`src/rtl/sdm_decimator.sv`:
```
// Second-order CIC decimator: 1-bit sigma-delta stream in, 8-bit saturated sample out every 2^OSR_LOG2 enabled cycles.
// Latency: 2-cycle input sync, registered output on the comb cycle; no backpressure, sample must be taken on its valid cycle.
module sdm_decimator #(
    parameter int OSR_LOG2 = 6
) (
    input  logic       clk,
    input  logic       rst,
    input  logic       ena,
    input  logic       din,
    output logic [7:0] sample,
    output logic       valid,
    output logic       sat
);

    localparam int W     = 2 * OSR_LOG2 + 1;
    localparam int SHIFT = 2 * OSR_LOG2 - 8;

    typedef enum logic {
        WARMUP = 1'b0,
        RUN    = 1'b1
    } state_e;

    logic                s1_q, s1_d;
    logic                s2_q, s2_d;
    logic                ena_q;
    logic [W-1:0]        i1_q, i1_d;
    logic [W-1:0]        i2_q, i2_d;
    logic [W-1:0]        d1_q, d1_d;
    logic [W-1:0]        d2_q, d2_d;
    logic [OSR_LOG2-1:0] ph_q, ph_d;
    logic [1:0]          win_q, win_d;
    state_e              state_q, state_d;
    logic [7:0]          sample_q, sample_d;
    logic                sat_q, sat_d;
    logic                valid_q, valid_d;

    logic                rise;
    logic                acc;
    logic                comb_upd;
    logic                emit;
    logic [W-1:0]        c1;
    logic [W-1:0]        y;
    logic [8:0]          scaled;

    assign rise     = ena & ~ena_q;
    assign acc      = ena & ~ena_q ? 1'b0 : ena;
    assign comb_upd = acc & (&ph_q);
    assign c1       = i2_q - d1_q;
    assign y        = c1 - d2_q;
    // Full scale 2^(W-1) shifted down leaves 9 bits; bit 8 only sets at exact full scale.
    assign scaled   = y[W-1:SHIFT];

    always_ff @(posedge clk) begin
        if (rst) begin
            s1_q     <= 1'b0;
            s2_q     <= 1'b0;
            ena_q    <= 1'b0;
            i1_q     <= '0;
            i2_q     <= '0;
            d1_q     <= '0;
            d2_q     <= '0;
            ph_q     <= '0;
            win_q    <= '0;
            state_q  <= WARMUP;
            sample_q <= '0;
            sat_q    <= 1'b0;
            valid_q  <= 1'b0;
        end else begin
            s1_q     <= s1_d;
            s2_q     <= s2_d;
            ena_q    <= ena;
            i1_q     <= i1_d;
            i2_q     <= i2_d;
            d1_q     <= d1_d;
            d2_q     <= d2_d;
            ph_q     <= ph_d;
            win_q    <= win_d;
            state_q  <= state_d;
            sample_q <= sample_d;
            sat_q    <= sat_d;
            valid_q  <= valid_d;
        end
    end

    // Datapath: synchronizer, integrators, comb delays and phase counter.
    always_comb begin
        s1_d = s1_q;
        s2_d = s2_q;
        i1_d = i1_q;
        i2_d = i2_q;
        d1_d = d1_q;
        d2_d = d2_q;
        ph_d = ph_q;
        if (ena) begin
            s1_d = din;
            s2_d = s1_q;
        end
        if (rise) begin
            i1_d = '0;
            i2_d = '0;
            d1_d = '0;
            d2_d = '0;
            ph_d = '0;
        end else if (acc) begin
            i1_d = i1_q + {{(W-1){1'b0}}, s2_q};
            i2_d = i2_q + i1_q;
            ph_d = ph_q + {{(OSR_LOG2-1){1'b0}}, 1'b1};
            if (comb_upd) begin
                d1_d = i2_q;
                d2_d = c1;
            end
        end
    end

    always_comb begin
        state_d = state_q;
        win_d   = win_q;
        if (rise) begin
            state_d = WARMUP;
            win_d   = '0;
        end else if (comb_upd && state_q == WARMUP) begin
            if (win_q == 2'd2) begin
                state_d = RUN;
            end else begin
                win_d = win_q + 2'd1;
            end
        end
    end

    always_comb begin
        emit     = comb_upd & ((state_q == RUN) | (win_q == 2'd2));
        valid_d  = emit;
        sample_d = sample_q;
        sat_d    = sat_q;
        if (emit) begin
            sat_d    = scaled[8];
            sample_d = scaled[8] ? 8'hFF : scaled[7:0];
        end
    end

    assign sample = sample_q;
    assign valid  = valid_q;
    assign sat    = sat_q;

endmodule

```
`config.mk`:
```
export PLATFORM = sky130hd
export DESIGN_NAME = sdm_decimator
export DESIGN_NICKNAME = d
export VERILOG_FILES = /design/src/rtl/sdm_decimator.sv
export SDC_FILE = /design/constraint.sdc
export NUM_CORES = 1
export LEC_CHECK = 0
export CAP_MARGIN = 5
export CORE_MARGIN = 2
export CORE_UTILIZATION = 30
export CTS_CLUSTER_SIZE = 16
export DETAILED_ROUTE_END_ITERATION = 6
export SETUP_SLACK_MARGIN = 0.5
export SYNTH_ARGS = -nofsm -noshare
export SYNTH_HDL_FRONTEND = slang
export SYNTH_SLANG_ARGS = --single-unit
```
`constraint.sdc`:
```
create_clock -name clk -period 5.5 [get_ports clk]
set_input_delay 1.1 -clock clk [delete_from_list [all_inputs] [get_ports clk]]
set_output_delay 1.1 -clock clk [all_outputs]
set_load 0.02 [all_outputs]
```
# Yosys cells after proc, flatten, opt, wreduce, memory -nomap -nowiden
# Index checks and enable logic that the tools add are counted.
word_totals:
  ff_bits: 74
  inputBits: 4
  out_inout_bits: 10
  wordCells: 35
classes:
  n_addsub: 6
  eq_ne: 1
  n_mux: 2
  n_bitwise: 7
  n_reduce_logical: 6
ops:
  columns: ["operator", "count"]
  rows:
  - ["$sub A13 B13 Y13", 2]
  - ["$add A13 B1 Y13", 1]
  - ["$add A13 B13 Y13", 1]
  - ["$mux W8", 1]
  - ["$add A6 B1 Y6 const B", 1]
  - ["$reduce_and A2 Y1", 3]
  - ["$reduce_and A6 Y1", 1]
  - ["$and A1 B1 Y1", 3]
  - ["$not A1 Y1", 3]
  - ["$add A2 B1 Y2 const B", 1]
  - ["$eq A2 B2 Y1 const B", 1]
  - ["$reduce_or A2 Y1", 1]
  - ["$logic_and A1 B1 Y1", 1]
  - ["$mux W1", 1]
  - ["$or A1 B1 Y1", 1]

# Depth between registers and ports, before layout
depth:
  depth_word: 6
  mapped_depth: 18

# Worst setup path before layout
# Ideal clock, no wire load.
synth_path:
  path_kind: "register to register"
  start: "reg i2_q[0]"
  end: "reg sample_q[4] (netlist: sample[4])"
  setup_ps: 125
  t_arrival_ps: 3145
  t_required_ps: 5375
  path_slack_ps: 2230
  path_stages_with_launch: 17
  path_buffers: 0
  period_less_slack_ps: 3270
  path_cell_list: "dfxtp_1 -> inv_1 -> ha_1 -> inv_1 -> fa_1 -> a21o_1 -> a211oi_1 -> nor2_1 -> ha_1 -> a21o_1 -> a21oi_2 -> a211oi_2 -> o41ai_2 -> xnor2_1 -> xnor2_2 -> a311oi_1 -> nor3_1"
synth_via:
  elab_chain_len: 3
synth_lines:
  columns: ["item", "line_no", "text"]
  rows:
  - ["start, declared", "27", "logic [W-1:0] i2_q, i2_d;"]
  - ["start signal, assigned", "73", "i2_q <= i2_d;"]
  - ["$sub A13 B13 Y13", "48", "assign c1 = i2_q - d1_q;"]
  - ["named net c1[4]", "41", "logic [W-1:0] c1;"]
  - ["$sub A13 B13 Y13", "49", "assign y = c1 - d2_q;"]
  - ["$mux W8", "137", "sample_d = scaled[8] ? 8'hFF : scaled[7:0];"]
  - ["end signal, assigned", "79", "sample_q <= sample_d;"]
  - ["end, declared", "33", "logic [7:0] sample_q, sample_d;"]
# The timed path passes the listed nets, and every way through them passes these cells.
# A chain may end at the register's enable or synchronous reset.

# Worst setup path after layout
layout_path:
  start: "in ena"
  end: "reg sample_q[5] (netlist: sample[5])"
layout_via:
  elab_chain_len: 4
layout_lines:
  columns: ["item", "line_no", "text"]
  rows:
  - ["start, declared", "8", "input logic ena,"]
  - ["$and A1 B1 Y1", "46", "assign acc = ena & ~ena_q ? 1'b0 : ena;"]
  - ["$mux W1 *", "46", null]
  - ["$and A1 B1 Y1 *", "47", "assign comb_upd = acc & (&ph_q);"]
  - ["$and A1 B1 Y1 *", "131", "emit = comb_upd & ((state_q == RUN) | (win_q == 2'd2));"]
# Mark *: on every way between the ends. The rest lies on a longest branch, timed or not.

==> metrics.md <==
| Metric | Value |
|---|---|
| Area Growth Syn to Fin | `14.32%` |
| P_leak | `between 1.5 and 2 nW` |
| Synth top area share | `a little over a third` |
| IO Port Bufs | `13` |
| IO Pins | `14` |
| CP max-delay cell | `clkdlybuf4s50_1` |
| Core ar. | `13830 sq um` |
| FMAX | `266.5 MHz` |
| Clock Skews | `4.365 ps` |
| Most used cell, CP | `nor3_1` |
| Int Power | `0.9065 mW` |
| Global-route wire length before repair | `15.45 mm` |
| Critical path's top delay family | `simple AND/OR/NAND/NOR gates` |
| Vias in the first global route | `3484` |
| Cts repair resizes | `0` |
| Period utilisation layout | `68.22%` |
| Dominant cell type by area after synthesis | `dfxtp_1` |
| Final HPWL DP | `approximately 6.5 mm` |
| Layout cells sized above 1 | `5.556%` |
| Buf/Inv on CP | `2` |
| DR WL/cell | `12.22 microns` |
| Clock-pin slew of the registers on the worst-case setup and hold paths | `~60 ps` |
| Remaining Overflow, GRT | `0` |
| Worst-path cell chain | `clkdlybuf4s50_1 -> and2_1 -> nand4_1 -> inv_2 -> and3_1 -> o21ai_2 -> nor3_1 -> nor3_1` |
| Final Routed Wirelength | `slightly below 9 mm` |
| Most common cell after layout, fill and taps aside | `dfxtp_1` |
| Hold Fails Final Rpt | `0` |
| Die Y | `122.6 microns` |
| Post-Syn Nets | `572` |
| CP max FO | `16` |
| PwrDens | `248.2 nW/um^2` |
| Nets | `580` |
| Drt initial violations | `between 100 and 150` |
| Tmin final | `3752 ps` |
| Drt pass-1 iters | `4` |
| Routability cong. | `0.8268` |
| Switching share of power | `24.28%` |
| Ys async rst share | `0%` |
| Seq cells post-synth | `74` |
| Setup TNS | `0 ps` |
| H-Tree Level Count | `3` |
| Hold WS | `453.0 ps` |
| Worst slew margin | `30.06%` |
| RSZ-0062 raised after global routing | `false` |
| Status | `finished clean` |
| Mapped Cells | `527` |
| Crit path largest cell delay | `790 ps` |
| Synth Flop Type | `dfxtp_1` |
| Post-CTS Setup Bufs | `0` |
| Clk sinks | `74` |
| Initial antenna violation count | `0` |
| ANT cells | `0` |
| CP arrival | `3930 ps` |
| ANT nets after route | `0` |
| Vias/cell | `4.844` |
| P_sw | `0.2907 mW` |
| Crit start category | `input port` |
| Clock buffer depth | `2` |
| Crit Path Class | `in2reg` |
| Global Route Usage Sum | `12.83%` |
| Critical Path RT | `5670 ps` |
| Final design utilization | `a little over a third` |
| Pin count of the biggest net entering global routing | `32` |
| Die area | `roughly 15000 sq um` |
| Avg Cell Area, Syn | `8.006 sq um` |
| Least-Margin Pin Slew | `about 1000 ps` |
| Combinational share of power | `7.7%` |
| Slew Limit Fails | `0` |
| Die W | `122.6 microns` |
| Drt drc | `0` |
| Site Rows | `43` |
| TritonCTS clock tree | `built` |
| Seq/Total Area, Yosys | `about a third` |
| Clk pwr share | `47.0%` |
| Final setup fails | `0` |
| Initial Util | `30.51%` |
| Netlist Area Pre-Place | `4219 sq um` |
| Vias | `3488` |
| Ranking of synthesized cells by area | `dfxtp_1 (35%), ha_1 (12%), a21oi_1 (6.5%), nand2_1 (6.5%), nor2_1 (4.8%)` |
| Most frequent cells in the layout | `dfxtp_1 (74), nand2_1 (73), a21oi_1 (55), nor2_1 (54), ha_1 (39)` |
| Total number of yosys warnings | `0` |
| CTS Hold Bufs | `0` |
| Netlist cell types | `53` |
| Post-synth EDFFs | `0` |
| Clk Latency, worst-skew pair | `approximately 330 ps` |
| Max cap viols | `0` |
| Seq pwr share | `45.3%` |
| Peak supply drop | `0.0001653 V` |
| Cts bufs inserted | `9` |
| Min-Delay Path Class | `reg2reg` |
| Worst setup EP type | `register` |
| Clock root buffer | `clkbuf_16` |
-- through the flow --
stage | area [sq um] | instances | worst slack [ps] | total power, mW
detailed placement | 4533 | 704 | 1377 | 0.6471
global route | 4823 | 720 | 1428 | 1.247
CTS | 4823 | 720 | 1735 | 1.214
floorplan | 4219 | 527 | 2230 | 0.6271
global placement | 4533 | 704 | 1435 | 0.6448
finish | 4823 | 720 | 1748 | 1.197
-- sequential cells by signal, summed over array words and instances (netlist names) --
register / cells
win_q: 2
state_q: 1
d2_q: 13
ena_q: 1
i2_q: 13
sat: 1
sample: 8
d1_q: 13
s1_q: 1
s2_q: 1
valid: 1
i1_q: 13
ph_q: 6
-- layer usage --
| layer | vias up | routed length (microns) | track usage [%] |
|---|---|---|---|
| met5 | - | 0 | 0 |
| met4 | 0 | 156 | 4.741 |
| met3 | 11 | 296 | 2.881 |
| met2 | 43 | 3983 | 21.46 |
| met1 | 1599 | 4363 | 16.11 |
| li1 | 1835 | - | - |
-- synth_stat cells (2+ instances only) --
master,number
and3_1,4
nor2_1,54
dfxtp_1,74
inv_2,2
o21ai_1,7
clkbuf_1,11
xor2_1,16
o21a_1,7
nand2b_1,6
a41o_1,3
o21ai_0,14
nand2_1,73
a21o_1,6
buf_1,5
o31ai_1,3
o21bai_1,2
fa_1,2
mux2i_1,3
ha_1,39
a22oi_1,4
a21oi_1,55
nand4_1,6
nor3_1,19
inv_1,35
xnor2_1,19
nand3_1,12
o22ai_1,2
nor2b_1,2
a211oi_1,8
or3_1,8
o211ai_1,2
buf_2,3
-- power by group through the flow --
stage | sequential [mW] | clock, mW | combinational [mW]
after detailed placement | 0.555 | 0 | 0.0926
after global placement | 0.554 | 0 | 0.0905
after global routing | 0.543 | 0.602 | 0.103
after CTS | 0.543 | 0.579 | 0.0928
after floorplan | 0.552 | 0 | 0.0748
final | 0.543 | 0.562 | 0.0922
-- kinds of logic (layout without fill, tap and decap cells) --
family / Yosys count / after routing / synth area share, %
fa+ha+maj: 41 / 41 / 12.51
mux: 3 / 3 / 0.7118
simple gates: 188 / 188 / 19.54
flops: 74 / 74 / 35.11
buf+inv: 56 / 69 / 5.071
compound gates: 129 / 129 / 19.40
xor+xnor: 36 / 36 / 7.651
-- worst reg2reg max path: stages (launching register included) --
cell	delay, ps
dfxtp_1	490
ha_1	280
nor2b_1	130
o21a_1	180
o21ai_1	190
a21oi_1	130
a41o_1	280
xor2_1	170
ha_1	360
nand3_1	140
a211oi_2	290
o41ai_2	110
xnor2_1	260
xnor2_2	190
a311oi_1	280
nor3_1	60
-- path summary, 6_finish.rpt --
path | from | cells past startpoint | end | slack [ps]
setup / recovery | ena | 8 | sample[5]$_SDFFE_PP0P_ | 1750
setup reg to reg | i2_q[1]$_SDFFE_PP0P_ | 15 | sample[4]$_SDFFE_PP0P_ | 1820
hold reg to reg | d2_q[8]$_SDFFE_PP0P_ | 2 | d2_q[8]$_SDFFE_PP0P_ | 450
hold / removal | d2_q[8]$_SDFFE_PP0P_ | 2 | d2_q[8]$_SDFFE_PP0P_ | 450
-- area by class of cell --
type	count	area [sq um]
flip-flops and latches	74	1481
well taps	180	225.2
fillers	1445	9004
clock buffers	11	252.7
clock inverters	5	37.54
inverters	37	138.9
repair buffers	16	152.6
multi-input cells	397	2535
Note: power is estimated with default switching activity, not from simulation.
